**config.mk**
```make
export PLATFORM = sky130hd
export DESIGN_NAME = plc_timebase
export DESIGN_NICKNAME = d
export VERILOG_FILES = /design/src/rtl/plc_timebase.sv
export SDC_FILE = /design/constraint.sdc
export NUM_CORES = 1
export LEC_CHECK = 0
export ABC_AREA = 1
export CORE_MARGIN = 1
export CORE_UTILIZATION = 50
export DETAILED_ROUTE_END_ITERATION = 12
export MAX_ROUTING_LAYER = met4
export PLACE_DENSITY = 0.76
export SLEW_MARGIN = 20
export SYNTH_ARGS = -nofsm -noshare
export SYNTH_HDL_FRONTEND = slang
export SYNTH_SLANG_ARGS = --single-unit
```
**constraint.sdc**
```tcl
create_clock -name clk -period 1.4 [get_ports clk]
set_input_delay 0.28 -clock clk [delete_from_list [all_inputs] [get_ports clk]]
set_output_delay 0.28 -clock clk [all_outputs]
set_load 0.05 [all_outputs]
```
**src/rtl/plc_timebase.sv**
```systemverilog
// plc_timebase: divides clk into the TICK_HZ square wave, a per-tick strobe and a
// millisecond counter; the scan watchdog is built only when PLC_TIMEBASE_WDT_EN is defined.
module plc_timebase #(
    parameter int unsigned CLK_HZ  = 50000000,
    parameter int unsigned TICK_HZ = 1000,
    parameter int unsigned WDT_MS  = 100
) (
    input  logic        clk,
    input  logic        rst,
    input  logic        run,
    input  logic        clear,
    output logic        tick,
    output logic        tick_pulse,
    output logic [31:0] ms_count,
    input  logic        wdt_arm,
    input  logic        scan_done,
    input  logic        wdt_clear,
    output logic        wdt_fault
);
    localparam int unsigned DIV = CLK_HZ / TICK_HZ;
    localparam int unsigned PW = (DIV > 1) ? $clog2(DIV) : 1;
    localparam logic [PW-1:0] PRE_MAX = PW'(DIV - 1);
    localparam logic [PW-1:0] PRE_FALL = PW'(DIV / 2 - 1);

    logic [PW-1:0] pre;
    logic          wrap;

    assign wrap = run && pre == PRE_MAX;

    // prescaler, tick phase, strobe and elapsed-tick counter; tick rises on the wrap, falls half a period later
    always_ff @(posedge clk or negedge rst) begin
        if (!rst) begin
            pre        <= '0;
            tick       <= 1'b0;
            tick_pulse <= 1'b0;
            ms_count   <= '0;
        end else if (clear) begin
            pre        <= '0;
            tick       <= 1'b0;
            tick_pulse <= 1'b0;
            ms_count   <= '0;
        end else begin
            tick_pulse <= wrap;
            if (run)
                pre <= wrap ? '0 : pre + PW'(1);
            if (wrap) begin
                tick     <= 1'b1;
                ms_count <= ms_count + 32'd1;
            end else if (run && pre == PRE_FALL) begin
                tick <= 1'b0;
            end
        end
    end

`ifdef PLC_TIMEBASE_WDT_EN
    typedef enum logic [1:0] {IDLE, ARMED, FAULT} wdt_state_t;

    localparam logic [15:0] WDT_LIM = 16'(WDT_MS);

    wdt_state_t  state, state_n;
    logic [15:0] wcnt, wcnt_n;
    logic        fault_n;

    // watchdog state, scan-age counter and sticky fault registers
    always_ff @(posedge clk or negedge rst) begin
        if (!rst) begin
            state     <= IDLE;
            wcnt      <= '0;
            wdt_fault <= 1'b0;
        end else begin
            state     <= state_n;
            wcnt      <= wcnt_n;
            wdt_fault <= fault_n;
        end
    end

    // next state: scan_done beats a coincident tick so a scan finishing on the limit tick never faults
    always_comb begin
        state_n = state;
        wcnt_n  = wcnt;
        fault_n = wdt_fault;
        case (state)
            IDLE: begin
                wcnt_n = '0;
                if (wdt_arm)
                    state_n = ARMED;
            end
            ARMED: begin
                if (!wdt_arm) begin
                    state_n = IDLE;
                    wcnt_n  = '0;
                end else if (scan_done) begin
                    wcnt_n = '0;
                end else if (tick_pulse) begin
                    if (wcnt + 16'd1 == WDT_LIM) begin
                        state_n = FAULT;
                        fault_n = 1'b1;
                    end else begin
                        wcnt_n = wcnt + 16'd1;
                    end
                end
            end
            FAULT: begin
                if (wdt_clear) begin
                    state_n = IDLE;
                    wcnt_n  = '0;
                    fault_n = 1'b0;
                end
            end
            default: begin
                state_n = IDLE;
                wcnt_n  = '0;
                fault_n = 1'b0;
            end
        endcase
    end
`else
    logic unused_wdt;

    assign unused_wdt = &{1'b0, wdt_arm, scan_done, wdt_clear, 16'(WDT_MS)};
    assign wdt_fault  = 1'b0;
`endif
endmodule

```
# Word-level counts from Yosys, hierarchy flattened
# Cells that the tools add are included.
[op_classes] addsub=2 eq_ne=2 mux=9 reduce_logical=5
[op_table] cell="$mux W32" n=2
[op_table] cell="$mux W16" n=3
[op_table] cell="$add A32 B1 Y32 const B" n=1
[op_table] cell="$add A16 B1 Y16 const B" n=1
[op_table] cell="$eq A16 B15 Y1 const B" n=1
[op_table] cell="$eq A16 B16 Y1 const B" n=1
[op_table] cell="$mux W1" n=4
[op_table] cell="$reduce_bool A2 Y1" n=2
[op_table] cell="$reduce_bool A3 Y1" n=1
[op_table] cell="$logic_and A1 B1 Y1" n=2
[word_totals] ff_bits=50 input_bits=7 output_inout_bits=35 elab_cells=22

# Longest topological paths before layout
[logic_depth] ltp_word=5 ltp_mapped=11 mapped_depth_nobuf=11

# Worst setup path before layout
# No wires, ideal clock.
[synth_path] path_kind="register to register" start="register ms_count[0]" end="register ms_count[16]" setup_time_ps=66 t_arrival_ps=1790 t_required_ps=1334 slack_ps=-457 path_stages_with_launch=9 n_path_buf=0 period_less_slack_ps=1857 path_cell_list="dfrtp_1 > ha_1 > inv_2 > nor2_4 > nand2_2 > nor2_2 > xor2_1 > nand3_1 > nand2_1"
[synth_via] elab_chain_cells=3
[synth_lines] item="start: declaration" line="14" text="output logic [31:0] ms_count,"
[synth_lines] item="start signal: assignment" line="48" text="ms_count <= ms_count + 32'd1;"
[synth_lines] item="$add A32 B1 Y32" line="48"
[synth_lines] item="$mux W32" line="46" text="if (wrap) begin"
[synth_lines] item="$mux W32" line="37" text="end else if (clear) begin"
# Every way passes these cells. The select of a mux whose other input is x is not followed.
# A chain may end at the register's enable or synchronous reset.

# Worst setup path after layout
[layout_path] start="register pre[1]" end="register pre[5]"
[layout_via] elab_chain_cells=5 elab_cells_between_ends=6 classes_between="add/sub: 1; eq/ne: 1; mux: 3; reduce/logical: 1"
[layout_lines] item="start: declaration" line="25" text="logic [PW-1:0] pre;"
[layout_lines] item="start signal: assignment" line="45" text="pre <= wrap ? '0 : pre + PW'(1);"
[layout_lines] item="branches (longest 2 deep; another with $add A16 B1 Y16)"
[layout_lines] item="$mux W16 (*)" line="45"
[layout_lines] item="$mux W16 (*)" line="44" text="if (run)"
[layout_lines] item="$mux W16 (*)" line="37"
# Mark *: on every way between the ends. The select of a mux whose other input is x is not followed.

==> results.json <==
{
  "cp-start-kind": "register",
  "first_pass_iters": 5,
  "peakVddDrop_mv": 0.5782,
  "cts_tree": "built",
  "wl_per_cell_um": 16.45,
  "setup_viol": 49,
  "rr_worst_depth": 10,
  "syn_inst": 471,
  "rr_endpoint": "pre[5]",
  "die_w_um": 81.93,
  "fin_area_mm2": 0.004832,
  "num_io_pins": 42,
  "grt_max_degree": 51,
  "reg2reg_slack_ps": -130,
  "overflow": 0,
  "critical_path_class": "register to register",
  "antenna_found_initial": 0,
  "avgViaCountPerCell": 5.619,
  "failed_checks": "negative setup slack",
  "crit_arrival_ps": 1780,
  "ctsHtreeMaxLevel": 2,
  "ys_types": 29,
  "netlist_area_mm2": 0.003194,
  "drc": 0,
  "drtAntennaViolNets": 0,
  "crit_required_ps": 1660,
  "p_per_area_mw_per_mm2": 599.3,
  "coreArea_mm2": 0.006026,
  "report.final.hold_viol_count": 0,
  "synth.mux.area_fraction_pct": 0,
  "routed_wl_um": 10740,
  "layout-drive-gt1-share_pct": 34.78,
  "fill_cells": 395,
  "vias": 3669,
  "die-height_um": 81.93,
  "cts_root_buffer": "clkbuf_8",
  "synth_top_family_by_area": "simple AND/OR/NAND/NOR gates",
  "skew_ps": 12.61,
  "mostFrequentLayoutCells": "163 x nand2_1, 65 x buf_4, 60 x nor2_1",
  "utilization_pct": 80.19,
  "r2r-start": "pre[1]",
  "holdCritPathClass": "input pin to asynchronous set/reset pin",
  "dpl_cell_area_mm2": 0.004511,
  "status": "finished, violations left",
  "route.met2.wl_um": 5252,
  "path_max_fanout": 7,
  "routabilityCongestion": 0.9838,
  "syn_to_final_growth_pct": 51.27,
  "cts_buffers": 5,
  "fmax_mhz": 654.9,
  "layout_setup_ws_ps": -127.0,
  "max-clock-path-buffers": 2,
  "dr_wl_met3_um": 744,
  "grt_pass1_wl_um": 16900,
  "max_cap_viol_count": 0,
  "ys_ff_latch": 50,
  "leakage_nw": 2.072,
  "endpoint_kind": "register",
  "clk_pin_slew_ps": 110,
  "antennaDiodeCount": 0,
  "final_common_cell": "nand2_1",
  "rsz0062_at_grt": "true",
  "start_util_pct": 53.01,
  "grt_pass1_vias": 3422,
  "drt_iter0_drc": 326,
  "io_buffers": 37,
  "yosys.area_share.adder_pct": 0.7834,
  "clock_sinks": 50,
  "num-nets-final": 586,
  "grt_use_total_pct": 35.02,
  "row_count": 28,
  "layout_min_cycle_time_ps": 1527,
  "wl_met1_um": 4609,
  "finalMaxSlewViolations": 0,
  "dp_hpwl_um": 7731,
  "hold_ws_ps": 461.3,
  "highest_layer": "met4",
  "fin_crit_sh_pct": 109.1,
  "synth-xor-area-share_pct": 2.193,
  "syn_avg_cell_area_um2": 6.782,
  "synth_compound_gate_area_share_pct": 4.230,
  "clock_latency_ps": 310,
  "yosys_warnings": 0,
  "yosys.area_share.simple_pct": 45.36,
  "synth_nets": 480,
  "synth-seq-area-share_pct": 39.17,
  "startpoint": "pre[1]",
  "fp.dieArea_mm2": 0.006713
}
-- repair_timing --
| action | 4_1_cts | 5_1_grt |
|---|---|---|
| setup endpoints to repair | 49 | 50 |
| pin swaps | 22 | 11 |
| buffers inserted | 1 | 4 |
| endpoints found under the hold margin | 50 | 0 |
| resized for setup | 24 | 9 |
| hold buffers | 1 | 0 |
| cloned | 2 | 0 |
-- cells in the mapped netlist --
library cell | count | area (um2)
nand3_1 | 33 | 165.2
xnor2_1 | 4 | 35.03
buf_6 | 4 | 45.04
inv_1 | 37 | 138.9
conb_1 | 1 | 3.750
dfrtp_1 | 50 | 1251
buf_4 | 4 | 30.03
xor2_1 | 4 | 35.03
nor3_2 | 1 | 10.01
clkbuf_1 | 2 | 7.510
clkinv_1 | 1 | 3.750
nand2_1 | 169 | 634.4
o21ai_1 | 11 | 55.05
o31ai_1 | 1 | 7.510
nand4_1 | 26 | 162.7
nand2_2 | 5 | 31.28
nor3b_1 | 1 | 7.510
a21oi_1 | 10 | 50.05
nor2_1 | 66 | 247.7
inv_2 | 8 | 30.03
o21ai_0 | 3 | 15.01
nor2_4 | 4 | 45.04
nor3_1 | 6 | 30.03
nor2_2 | 12 | 75.07
buf_2 | 1 | 5.000
nor4_1 | 1 | 6.260
ha_1 | 2 | 25.02
nand2_4 | 3 | 33.78
o21a_1 | 1 | 7.510
-- critical path, cell delays in order, from the launching register on --
cell and delay (ps):
dfrtp_1 400, ha_2 180, nand2_2 90, inv_2 50
nand2_4 60, nor2_4 40, nand2_4 110, nand2_8 120
buf_4 170, buf_4 140, nor2_1 100
-- power breakdown --
group          internal, mW  switching [mW]  leakage, nW
Clock                 0.589           0.535       0.0618
Sequential             1.47          0.0173        0.646
Combinational         0.129           0.159         1.36
Total                  2.18           0.711         2.07
-- sequential cells by signal (all words and copies together), names as in the netlist --
name and cells:
tick_pulse 1, pre 16, tick 1, ms_count 32
-- final cells by class --
cell class / instances / area [um2] / area share, %
Clock buffer: 6 / 82.58 / 1.709
Clock inverter: 2 / 38.79 / 0.8027
Inverter: 46 / 190.2 / 3.936
Multi-Input combinational cell: 364 / 1802 / 37.29
Sequential cell: 50 / 1291 / 26.72
Tap cell: 75 / 93.84 / 1.942
Timing Repair Buffer: 110 / 1334 / 27.60
-- cell families after synthesis --
| kind of cell | after synthesis |
|---|---|
| AOI/OAI and AO/OA | 26 |
| xor gates and xnor gates | 8 |
| adders and majority gates | 2 |
| buffers and inverters | 57 |
| DFF | 50 |
| other | 1 |
| and+or+nand+nor | 327 |
-- worst max-delay path by stage --
stage	to	depth (start not counted)
2_1_floorplan	ms_count[16]	8
3_3_place_gp	pre[12]	8
3_5_place_dp	ms_count[31]	8
4_1_cts	ms_count[26]	10
5_1_grt	ms_count[26]	10
6_report	pre[5]	10
-- stage by stage --
stage          worst slack, ps  power (mW)  setup TNS, ps  std cells
3_3_place_gp            -255.1       1.738         -11140        637
5_1_grt                 -202.0       2.978          -6495        653
3_5_place_dp            -304.6       1.746         -12660        637
6_report                -127.0       2.896          -3369        653
4_1_cts                 -121.3       2.882          -3139        649
2_1_floorplan           -27.65       1.623         -27.65        471
-- layer usage --
metal,global-route usage (%),vias to the layer above
met5,-,-
met1,45.27,1750
met2,57.52,191
li1,-,1713
met4,8.947,0
met3,4.889,15
(Power assumes the default switching activity.)
